**src/rtl/uart_servo_array_if.sv**
```systemverilog
`timescale 1ns/1ps
// uart_servo_array_if: pin-level bundle of the servo controller.
// slave  = controller side (consumes rx_pin, drives servo/buzzer/status pins)
// master = board/host side (drives rx_pin, observes the rest)
interface uart_servo_array_if #(
   parameter int N_CH = 4
);
   logic            rx_pin;
   logic [N_CH-1:0] servo_pwm;
   logic            buzzer;
   logic            cmd_valid;
   logic            cmd_err;

   modport master (
      output rx_pin,
      input  servo_pwm,
      input  buzzer,
      input  cmd_valid,
      input  cmd_err
   );

   modport slave (
      input  rx_pin,
      output servo_pwm,
      output buzzer,
      output cmd_valid,
      output cmd_err
   );
endinterface

```
**src/rtl/uart_servo_array.sv**
```systemverilog
`timescale 1ns/1ps
// uart_servo_array: UART-commanded multi-channel hobby-servo PWM controller.
// A command byte {channel[7:4], position[3:0]} writes a pending position;
// pending positions are promoted to the PWM generators only at a frame wrap so
// pulses are never cut short or stretched. Any real position change fires
// the active-low buzzer for BEEP_MS (retriggerable).
// Optional feature: define UART_SERVO_PARITY_EN for 8E1 framing with parity
// check; otherwise the receiver is plain 8N1.
module uart_servo_array #(
   parameter int CLK_HZ    = 50000000,
   parameter int BAUD      = 9600,
   parameter int N_CH      = 4,
   parameter int PERIOD_US = 20000,
   parameter int MIN_US    = 1000,
   parameter int MAX_US    = 2000,
   parameter int BEEP_MS   = 1000
) (
   input logic            clk,
   input logic            rst,
   uart_servo_array_if.slave bus
);

   localparam int CYC_US    = CLK_HZ / 1000000;
   localparam int BIT_CYC   = CLK_HZ / BAUD;
   localparam int HALF_CYC  = BIT_CYC / 2;
   localparam int FRAME_CYC = PERIOD_US * CYC_US;
   localparam int BEEP_CYC  = BEEP_MS * (CLK_HZ / 1000);
   localparam int BW        = $clog2(BIT_CYC + 1);
   localparam int FW        = $clog2(FRAME_CYC + 1);
   localparam int EW        = $clog2(BEEP_CYC + 1);

   localparam logic [BW-1:0] BIT_LAST   = BW'(BIT_CYC - 1);
   localparam logic [BW-1:0] HALF_LAST  = BW'(HALF_CYC - 1);
   localparam logic [FW-1:0] FRAME_LAST = FW'(FRAME_CYC - 1);
   localparam logic [EW-1:0] BEEP_LOAD  = EW'(BEEP_CYC);
   localparam logic [4:0]    N_CH_L     = 5'(N_CH);

`ifdef UART_SERVO_PARITY_EN
   typedef enum logic [2:0] {S_IDLE, S_START, S_DATA, S_PARITY, S_STOP} rx_state_t;
`else
   typedef enum logic [2:0] {S_IDLE, S_START, S_DATA, S_STOP} rx_state_t;
`endif

   // receiver
   logic          rx_s1_q, rx_s2_q, rx_prev_q;
   rx_state_t     state_q, state_d;
   logic [BW-1:0] cnt_q, cnt_d;
   logic [2:0]    bit_q, bit_d;
   logic [7:0]    shift_q, shift_d;
`ifdef UART_SERVO_PARITY_EN
   logic          par_q, par_d;
`endif
   logic          byte_done;
   logic          byte_ok;

   // command decode
   logic [3:0]      cmd_ch;
   logic [3:0]      cmd_pos;
   logic            ch_ok;
   logic            accept;
   logic [N_CH-1:0] trig_vec;

   // frame, buzzer and status outputs
   logic [FW-1:0] frame_q, frame_d;
   logic          frame_wrap;
   logic [EW-1:0] beep_q, beep_d;
   logic          buzzer_q, buzzer_d;
   logic          cmd_valid_q, cmd_valid_d;
   logic          cmd_err_q, cmd_err_d;
   logic [FW-1:0] width_lut [16];

   // Pulse width per position, folded to constants at elaboration
   genvar gi;
   generate
      for (gi = 0; gi < 16; gi++) begin : g_lut
         assign width_lut[gi] = FW'((MIN_US + (gi * (MAX_US - MIN_US)) / 15) * CYC_US);
      end
   endgenerate

   // Two-flop synchroniser on rx_pin plus one more stage for edge detect
   always_ff @(posedge clk or posedge rst) begin
      if (rst) begin
         rx_s1_q   <= 1'b1;
         rx_s2_q   <= 1'b1;
         rx_prev_q <= 1'b1;
      end else begin
         rx_s1_q   <= bus.rx_pin;
         rx_s2_q   <= rx_s1_q;
         rx_prev_q <= rx_s2_q;
      end
   end

   // Receiver state register
   always_ff @(posedge clk or posedge rst) begin
      if (rst) begin
         state_q <= S_IDLE;
         cnt_q   <= '0;
         bit_q   <= '0;
         shift_q <= '0;
`ifdef UART_SERVO_PARITY_EN
         par_q   <= 1'b0;
`endif
      end else begin
         state_q <= state_d;
         cnt_q   <= cnt_d;
         bit_q   <= bit_d;
         shift_q <= shift_d;
`ifdef UART_SERVO_PARITY_EN
         par_q   <= par_d;
`endif
      end
   end

   // Receiver next state: half-bit start qualification, then mid-bit samples
   always_comb begin
      state_d   = state_q;
      cnt_d     = cnt_q + BW'(1);
      bit_d     = bit_q;
      shift_d   = shift_q;
`ifdef UART_SERVO_PARITY_EN
      par_d     = par_q;
`endif
      byte_done = 1'b0;
      byte_ok   = 1'b0;
      case (state_q)
         S_IDLE: begin
            cnt_d = '0;
            if (rx_prev_q && !rx_s2_q) begin
               state_d = S_START;
            end
         end
         S_START: begin
            if (cnt_q == HALF_LAST) begin
               cnt_d = '0;
               bit_d = '0;
               // line back high at mid-start means a glitch, dropped silently
               state_d = rx_s2_q ? S_IDLE : S_DATA;
            end
         end
         S_DATA: begin
            if (cnt_q == BIT_LAST) begin
               cnt_d   = '0;
               shift_d = {rx_s2_q, shift_q[7:1]};
               bit_d   = bit_q + 3'd1;
               if (bit_q == 3'd7) begin
`ifdef UART_SERVO_PARITY_EN
                  state_d = S_PARITY;
`else
                  state_d = S_STOP;
`endif
               end
            end
         end
`ifdef UART_SERVO_PARITY_EN
         S_PARITY: begin
            if (cnt_q == BIT_LAST) begin
               cnt_d   = '0;
               par_d   = rx_s2_q;
               state_d = S_STOP;
            end
         end
`endif
         S_STOP: begin
            if (cnt_q == BIT_LAST) begin
               cnt_d     = '0;
               state_d   = S_IDLE;
               byte_done = 1'b1;
`ifdef UART_SERVO_PARITY_EN
               byte_ok   = rx_s2_q && !(^{shift_q, par_q});
`else
               byte_ok   = rx_s2_q;
`endif
            end
         end
         default: state_d = S_IDLE;
      endcase
   end

   assign cmd_ch  = shift_q[7:4];
   assign cmd_pos = shift_q[3:0];
   assign ch_ok   = {1'b0, cmd_ch} < N_CH_L;
   assign accept  = byte_done && byte_ok && ch_ok;

   // Per-channel pending/active positions and PWM comparator
   generate
      for (gi = 0; gi < N_CH; gi++) begin : g_ch
         logic [3:0] pend_q, pend_d;
         logic [3:0] act_q, act_d;
         logic       pwm_q, pwm_d;
         logic       hit;

         // pending takes accepted commands; active follows pending only at wrap
         always_comb begin
            hit    = accept && (cmd_ch == 4'(gi));
            pend_d = hit ? cmd_pos : pend_q;
            act_d  = frame_wrap ? pend_q : act_q;
            pwm_d  = frame_q < width_lut[act_q];
         end

         // channel registers
         always_ff @(posedge clk or posedge rst) begin
            if (rst) begin
               pend_q <= '0;
               act_q  <= '0;
               pwm_q  <= 1'b0;
            end else begin
               pend_q <= pend_d;
               act_q  <= act_d;
               pwm_q  <= pwm_d;
            end
         end

         assign trig_vec[gi]      = hit && (pend_q != cmd_pos);
         assign bus.servo_pwm[gi] = pwm_q;
      end
   endgenerate

   assign frame_wrap = (frame_q == FRAME_LAST);

   // Frame counter, retriggerable beep timer and status pulses
   always_comb begin
      frame_d     = frame_wrap ? '0 : frame_q + FW'(1);
      beep_d      = beep_q;
      if (|trig_vec) begin
         beep_d = BEEP_LOAD;
      end else if (beep_q != '0) begin
         beep_d = beep_q - EW'(1);
      end
      buzzer_d    = (beep_q == '0);
      cmd_valid_d = accept;
      cmd_err_d   = byte_done && !(byte_ok && ch_ok);
   end

   // Shared registers for frame, buzzer and status outputs
   always_ff @(posedge clk or posedge rst) begin
      if (rst) begin
         frame_q     <= '0;
         beep_q      <= '0;
         buzzer_q    <= 1'b1;
         cmd_valid_q <= 1'b0;
         cmd_err_q   <= 1'b0;
      end else begin
         frame_q     <= frame_d;
         beep_q      <= beep_d;
         buzzer_q    <= buzzer_d;
         cmd_valid_q <= cmd_valid_d;
         cmd_err_q   <= cmd_err_d;
      end
   end

   assign bus.buzzer    = buzzer_q;
   assign bus.cmd_valid = cmd_valid_q;
   assign bus.cmd_err   = cmd_err_q;

endmodule

```
**src/flat_wrapper.sv**
```systemverilog
// flat-port wrapper written by rule: the top's interface ports become plain ports
module uart_servo_array_flat 
#(
   parameter int CLK_HZ    = 50000000,
   parameter int BAUD      = 9600,
   parameter int N_CH      = 4,
   parameter int PERIOD_US = 20000,
   parameter int MIN_US    = 1000,
   parameter int MAX_US    = 2000,
   parameter int BEEP_MS   = 1000
)
  (clk, rst, bus_rx_pin, bus_servo_pwm, bus_buzzer, bus_cmd_valid, bus_cmd_err);
  uart_servo_array_if #(.N_CH(N_CH)) bus_i ();
  input logic clk;
  input logic rst;
  input wire logic [$bits(bus_i.rx_pin)-1:0] bus_rx_pin;
  output wire logic [$bits(bus_i.servo_pwm)-1:0] bus_servo_pwm;
  output wire logic [$bits(bus_i.buzzer)-1:0] bus_buzzer;
  output wire logic [$bits(bus_i.cmd_valid)-1:0] bus_cmd_valid;
  output wire logic [$bits(bus_i.cmd_err)-1:0] bus_cmd_err;
  assign bus_i.rx_pin = bus_rx_pin;
  assign bus_servo_pwm = bus_i.servo_pwm;
  assign bus_buzzer = bus_i.buzzer;
  assign bus_cmd_valid = bus_i.cmd_valid;
  assign bus_cmd_err = bus_i.cmd_err;
  uart_servo_array #(.CLK_HZ(CLK_HZ), .BAUD(BAUD), .N_CH(N_CH), .PERIOD_US(PERIOD_US), .MIN_US(MIN_US), .MAX_US(MAX_US), .BEEP_MS(BEEP_MS)) u_core (.clk(clk), .rst(rst), .bus(bus_i));
endmodule
```
**config.mk**
```make
export PLATFORM = sky130hd
export DESIGN_NAME = uart_servo_array_flat
export DESIGN_NICKNAME = d
export VERILOG_FILES = /design/src/rtl/uart_servo_array_if.sv /design/src/rtl/uart_servo_array.sv /design/src/flat_wrapper.sv
export SDC_FILE = /design/constraint.sdc
export NUM_CORES = 1
export LEC_CHECK = 0
export BUFFER_PORTS_ARGS = -buffer_cell sky130_fd_sc_hd__buf_4
export CORE_ASPECT_RATIO = 1.2
export CORE_MARGIN = 10
export CORE_UTILIZATION = 45
export CTS_CLUSTER_SIZE = 25
export DETAILED_ROUTE_END_ITERATION = 8
export GPL_TIMING_DRIVEN = 0
export PLACE_DENSITY = 0.71
export SYNTH_ARGS = -nofsm -noshare
export SYNTH_HDL_FRONTEND = slang
export SYNTH_SLANG_ARGS = --single-unit
```
**constraint.sdc**
```tcl
create_clock -name clk -period 4.1 [get_ports clk]
set_clock_uncertainty 0.2 [all_clocks]
set_input_delay 0.41 -clock clk [delete_from_list [all_inputs] [get_ports clk]]
set_output_delay 0.41 -clock clk [all_outputs]
set_load 0.01 [all_outputs]
```
Yosys cells after proc, flatten, opt, wreduce, memory -nomap -nowiden
Memory sizes are Yosys's and may differ from the RTL's.
Index checks and enable logic that the tools add are counted.
{"block": "classes", "n_bitwise": 4, "n_mux": 28, "addsub": 4, "eq_ne": 19, "magnitude_cmp": 9, "reduce_logical": 26}
{"cell": "$mux W20", "count": 9}
{"cell": "$lt A20 B20 Y1", "count": 4}
{"cell": "$mux W26", "count": 2}
{"cell": "$pmux W13 S3", "count": 1}
{"cell": "$logic_not A26 Y1", "count": 1}
{"cell": "$mux W13", "count": 2}
{"cell": "$reduce_bool A26 Y1", "count": 1}
{"cell": "$sub A26 B1 Y26 const B", "count": 1}
{"cell": "$mux W3", "count": 7}
{"cell": "$add A20 B1 Y20 const B", "count": 1}
{"cell": "$eq A20 B20 Y1 const B", "count": 1}
{"cell": "$ge A5 B5 Y1 const B", "count": 4}
{"cell": "$not A4 Y5", "count": 4}
{"cell": "$ne A4 B4 Y1", "count": 4}
{"cell": "$add A13 B1 Y13 const B", "count": 1}
{"cell": "$eq A13 B12 Y1 const B", "count": 1}
{"cell": "$eq A13 B13 Y1 const B", "count": 1}
{"cell": "$logic_and A1 B1 Y1", "count": 13}
{"cell": "$pmux W3 S4", "count": 1}
{"cell": "$ne A2 B1 Y1 const B", "count": 5}
{"cell": "$eq A4 B2 Y1 const B", "count": 2}
{"cell": "$eq A3 B2 Y1 const B", "count": 2}
{"cell": "$pmux W3 S2", "count": 1}
{"cell": "$reduce_and A5 Y1", "count": 1}
{"cell": "other kinds (15)", "count": 20}
{"block": "word_totals", "output_inout_bits": 7, "mem_count": 4, "word_cells": 118, "mem_bits_ro": 1280, "input_bits": 3, "reg_bits": 115}
{"name": "(name not given)", "depth": 16, "word_bits": 20, "read_ports": 1, "rd_clocked_by_memory_dff": 0, "write_ports": 0, "line_no": "uart_servo_array.sv:197", "text": "pwm_d = frame_q < width_lut[act_q];"}
{"name": "(name not given)", "depth": 16, "word_bits": 20, "read_ports": 1, "rd_clocked_by_memory_dff": 0, "write_ports": 0, "line_no": "uart_servo_array.sv:197"}
{"name": "(name not given)", "depth": 16, "word_bits": 20, "read_ports": 1, "rd_clocked_by_memory_dff": 0, "write_ports": 0, "line_no": "uart_servo_array.sv:197"}
{"name": "(name not given)", "depth": 16, "word_bits": 20, "read_ports": 1, "rd_clocked_by_memory_dff": 0, "write_ports": 0, "line_no": "uart_servo_array.sv:197"}

Depth between registers and ports, before layout
{"block": "depth", "depth_word": 9, "depth_mapped": 12, "mapped_depth_nobuf": 12}

Worst setup path before layout
Ideal clock, no wire load.
{"block": "synth_timing", "path_type": "reg2reg", "startpoint": "register u_core.g_ch[0].act_q[0]", "endpoint": "register u_core.g_ch[0].pwm_q", "synth_period_minus_slack_ps": 2646, "setup_ps": 77, "required_time_ps": 3823, "path_buffers": 0, "slack_ps": 1454, "path_stages_with_launch": 11, "t_arrival_ps": 2368, "cell_sequence": "dfrtp_1 inv_1 ha_1 mux2_2 a21oi_1 ha_1 a21o_1 a21o_1 a21o_1 a211o_1 a21oi_1"}
{"block": "synth_via", "elab_chain_len": 5}
{"item": "from (decl)", "line_no": "uart_servo_array.sv:188", "text": "logic [3:0] act_q, act_d;"}
{"item": "from (signal assigned)", "line_no": "uart_servo_array.sv:208", "text": "act_q <= act_d;"}
{"item": "$not A4 Y5 (not written as such)", "line_no": "uart_servo_array.sv:197"}
{"item": "$mem_v2 Z16 W20"}
{"item": "$mux W20 (not written as such) (2 in series)", "line_no": "uart_servo_array.sv:197"}
{"item": "$lt A20 B20 Y1", "line_no": "uart_servo_array.sv:197"}
{"item": "named net u_core.g_ch[0].pwm_d", "line_no": "uart_servo_array.sv:189", "text": "logic pwm_q, pwm_d;"}
{"item": "to (signal assigned)", "line_no": "uart_servo_array.sv:209", "text": "pwm_q <= pwm_d;"}
{"item": "to (decl)", "line_no": "uart_servo_array.sv:189"}
The timed path passes the listed nets, and every way through them passes these cells. The select of a mux whose other input is x is not followed.
A chain may end at the register's enable or synchronous reset.

Worst setup path in the final report
{"block": "layout_timing", "startpoint": "register u_core.frame_q[1]", "endpoint": "register u_core.g_ch[2].act_q[3]"}
{"block": "layout_via", "elab_chain_len": 1}
{"item": "from (decl)", "line_no": "uart_servo_array.sv:64", "text": "logic [FW-1:0] frame_q, frame_d;"}
{"item": "from (signal assigned)", "line_no": "uart_servo_array.sv:243", "text": "frame_q <= frame_d;"}
{"item": "$eq A20 B20 Y1", "line_no": "uart_servo_array.sv:218", "text": "assign frame_wrap = (frame_q == FRAME_LAST);"}
{"item": "to (signal assigned)", "line_no": "uart_servo_array.sv:208"}
{"item": "to (decl)", "line_no": "uart_servo_array.sv:188"}
No other way between the ends.

==> flow_metrics.tcl <==
set metrics [dict create \
    htree_levels 4 \
    overflow 0 \
    switching_share 0.270 \
    tightest_slew_ns 0.870 \
    crit_required_ns 4.20 \
    setup_viol_count_final 0 \
    path_class "flop to flop" \
    grt_start_max_net_pins 84 \
    die_area_sq_um 24300 \
    synth_warnings 0 \
    gp_congestion 0.886 \
    hold_viol 0 \
    drive_above_1_share 0.115 \
    finish.utilization 0.510 \
    maxCapViolations 0 \
    combPwrFrac 0.081 \
    io_buffers 9 \
    synthesis.area_sq_um 8280 \
    root_buffer "clkbuf_16" \
    grt_usage 0.157 \
    synth-async-reset-ratio 1.00 \
    p_int_mw 2.02 \
    wl_per_cell_um 16.3 \
    design_area_sq_um 9230 \
    rows 54 \
    die_w_um 144 \
    min_period_ns 3.23 \
    nets 1018 \
    start_util 0.457 \
    clk_path_buf_depth 2 \
    ys_seq_area_frac 0.345 \
    rsz0062_at_grt "false" \
    p_leak_nw 4.55 \
    drtPass1Iterations 5 \
    fillers 1648 \
    start_kind "flop" \
    ant_nets 0 \
    grt_pass1_wl_um 31100 \
    antenna_found_initial 0 \
    finalMaxSlewViolations 0 \
    outcome "completed" \
    regArea_sq_um 2860 \
    synth_cells 883 \
    viasPerCell 5.68 \
    numCtsBuffers 17 \
    cts_setup_buffers 0 \
    ys_ff_latch 114 \
    synth_edf_count 0 \
    grt_pass1_vias 6408 \
    p_clk_frac 0.494 \
    clkTransAtPathRegs_ns 0.06 \
    cp.arrival_ns 3.33 \
    fin_total_pwr_mw 2.77 \
    hp-class "flop to flop" \
    p_per_area_nw_per_um2 300 \
    syn_avg_cell_area_sq_um 9.38 \
    netSwitchingPower_uw 747 \
    ioPinCount 10 \
    max-slew-margin-rel 0.417 \
    vias 6540 \
    wl_um 18700 \
    fin_crit_sh 0.789 \
    synth-main-ff-cell "dfrtp_1" \
    crit_fanout 10 \
    hpwl_um 13100 \
    p_seq_frac 0.425 \
    drt-initial-drc-count 446 \
    cts.sinks 114 \
    cp-end-kind "flop" \
    die_h_um 169 \
    multi_input_area_sq_um 5120 \
    insertedDiodeCount 0 \
    cts_tree "built" \
    insertion_delay_ns 0.42 \
    synth_nets 987 \
    irDropWorstVdd_v 0.000307 \
    core-area_sq_um 18100 \
    max_freq_mhz 309 \
    drcViolationCount 0 \
    placed_cell_area_sq_um 8660 \
    area_growth_pct 11.4 \
    synth_cell_type_count 70 \
]
==> routing by layer <==
metal | share of wire | global-route usage | up-vias
li1 | - | - | 3233
met1 | 0.43 | 0.187 | 3148
met2 | 0.51 | 0.272 | 134
met3 | 0.043 | 0.0358 | 25
met4 | 0.016 | 0.0502 | 0
met5 | 0 | 0 | -
==> final timing paths <==
path | start | to | slack (ns) | cells after the start
max | u_core.frame_q[1] | u_core.g_ch[2].act_q[3] | 0.87 | 5
min | u_core.rx_s1_q | u_core.rx_s2_q | 0.16 | 0
max reg2reg | u_core.frame_q[1] | u_core.g_ch[2].act_q[3] | 0.87 | 5
min reg2reg | u_core.rx_s1_q | u_core.rx_s2_q | 0.16 | 0
max in group asynchronous | rst | u_core.g_ch[3].act_q[0] | 2.65 | 4
min in group asynchronous | rst | u_core.g_ch[3].pwm_q | 0.33 | 3
==> through the flow <==
step / setup WS, ns / instances / hold WS (ns) / setup TNS [ns]
after floorplan: 0.481 / 883 / 0.145 / 0
after global placement: -0.899 / 1116 / 0.147 / -98.01
after detailed placement: 0.939 / 1117 / 0.155 / 0
after CTS: 0.910 / 1151 / 0.164 / 0
after global routing: 0.718 / 1151 / 0.167 / 0
final: 0.865 / 1151 / 0.165 / 0
==> flip-flops by register name, indices dropped and copies added (netlist names) <==
| name | flops |
|---|---|
| u_core.bit_q | 3 |
| u_core.beep_q | 26 |
| u_core.rx_s2_q | 1 |
| u_core.bus.cmd_err | 1 |
| u_core.bus.buzzer | 1 |
| u_core.rx_s1_q | 1 |
| u_core.shift_q | 8 |
| u_core.state_q | 2 |
| u_core.rx_prev_q | 1 |
| u_core.g_ch.pwm_q | 4 |
| u_core.g_ch.act_q | 16 |
| u_core.g_ch.pend_q | 16 |
| u_core.frame_q | 20 |
| u_core.bus.cmd_valid | 1 |
| u_core.cnt_q | 13 |
==> power by group through the flow <==
stage          Sequential (mW)  Combinational [mW]  Clock [mW]
2_1_floorplan             1.19               0.174           0
3_3_place_gp              1.20               0.218           0
3_5_place_dp              1.20               0.224           0
4_1_cts                   1.18               0.230        1.39
5_1_grt                   1.18               0.263        1.44
6_report                  1.18               0.224        1.37
==> Yosys cell counts (4+ instances only) <==
master    count  area share
a211o_1       7      0.0074
a211oi_1      9      0.0082
a21o_1       15       0.014
a21oi_1      55       0.033
a221oi_1      4      0.0042
a31oi_1      12      0.0091
and2_1        5      0.0038
and3_1       15       0.011
and4_1        7      0.0074
buf_2         7      0.0042
buf_4         4      0.0036
clkbuf_1     26       0.012
dfrtp_1     110        0.33
dfstp_2       4       0.013
ha_1        101        0.15
inv_1        31       0.014
mux2_1       12       0.016
mux2_2       22       0.030
mux2i_1      11       0.013
nand2_1      55       0.025
nand2b_1     13      0.0098
nand3_1      25       0.015
nand4_1       8      0.0060
nor2_1       90       0.041
nor2b_1      23       0.017
nor3_1       23       0.014
nor3_2        5      0.0060
nor4_1       10      0.0076
o211ai_1     10      0.0091
o21ai_0      28       0.017
o21ai_1      11      0.0066
or3_1         7      0.0053
or4_1         4      0.0036
xnor2_1      20       0.021
xor2_1       39       0.041
==> layout by cell type, fill, tap and decap left out, types with 22 or more instances in the layout <==
cell type / count
a21oi_1: 55
clkbuf_1: 26
dfrtp_1: 110
ha_1: 101
inv_1: 30
mux2_2: 22
nand2_1: 55
nand3_1: 25
nor2_1: 90
nor2b_1: 23
nor3_1: 23
o21ai_0: 28
xor2_1: 39
==> area by class of cell <==
class	count	share of cell area
buffer	41	0.0209
clock buffer	18	0.0476
clock inverter	14	0.0117
inverter	31	0.0131
multi-input combinational	697	0.554
sequential	114	0.310
tap	224	0.0304
timing repair buffer	12	0.0125
==> logic make-up (layout without fill, tap and decap cells) <==
| family | after synthesis | after routing | synth area share |
|---|---|---|---|
| compound gates | 172 | 172 | 0.131 |
| xor+xnor | 59 | 59 | 0.0624 |
| fa+ha+maj | 101 | 101 | 0.153 |
| buf+inv | 72 | 116 | 0.0373 |
| flops | 114 | 114 | 0.345 |
| mux | 46 | 46 | 0.0622 |
| simple gates | 319 | 319 | 0.209 |
==> what timing repair did <==
| action | CTS | global route |
|---|---|---|
| hold buffers | 2 | 0 |
| gates resized for setup | 0 | 0 |
| hold endpoints to repair | 32 | 0 |
==> critical path: stages, from the launching register on <==
cell      delay (ns)
dfrtp_1         0.58
ha_1            0.29
nand3_1         0.30
nor3_2          0.81
clkbuf_1        0.53
mux2_2          0.39
Note: power is estimated with default switching activity, not from simulation.
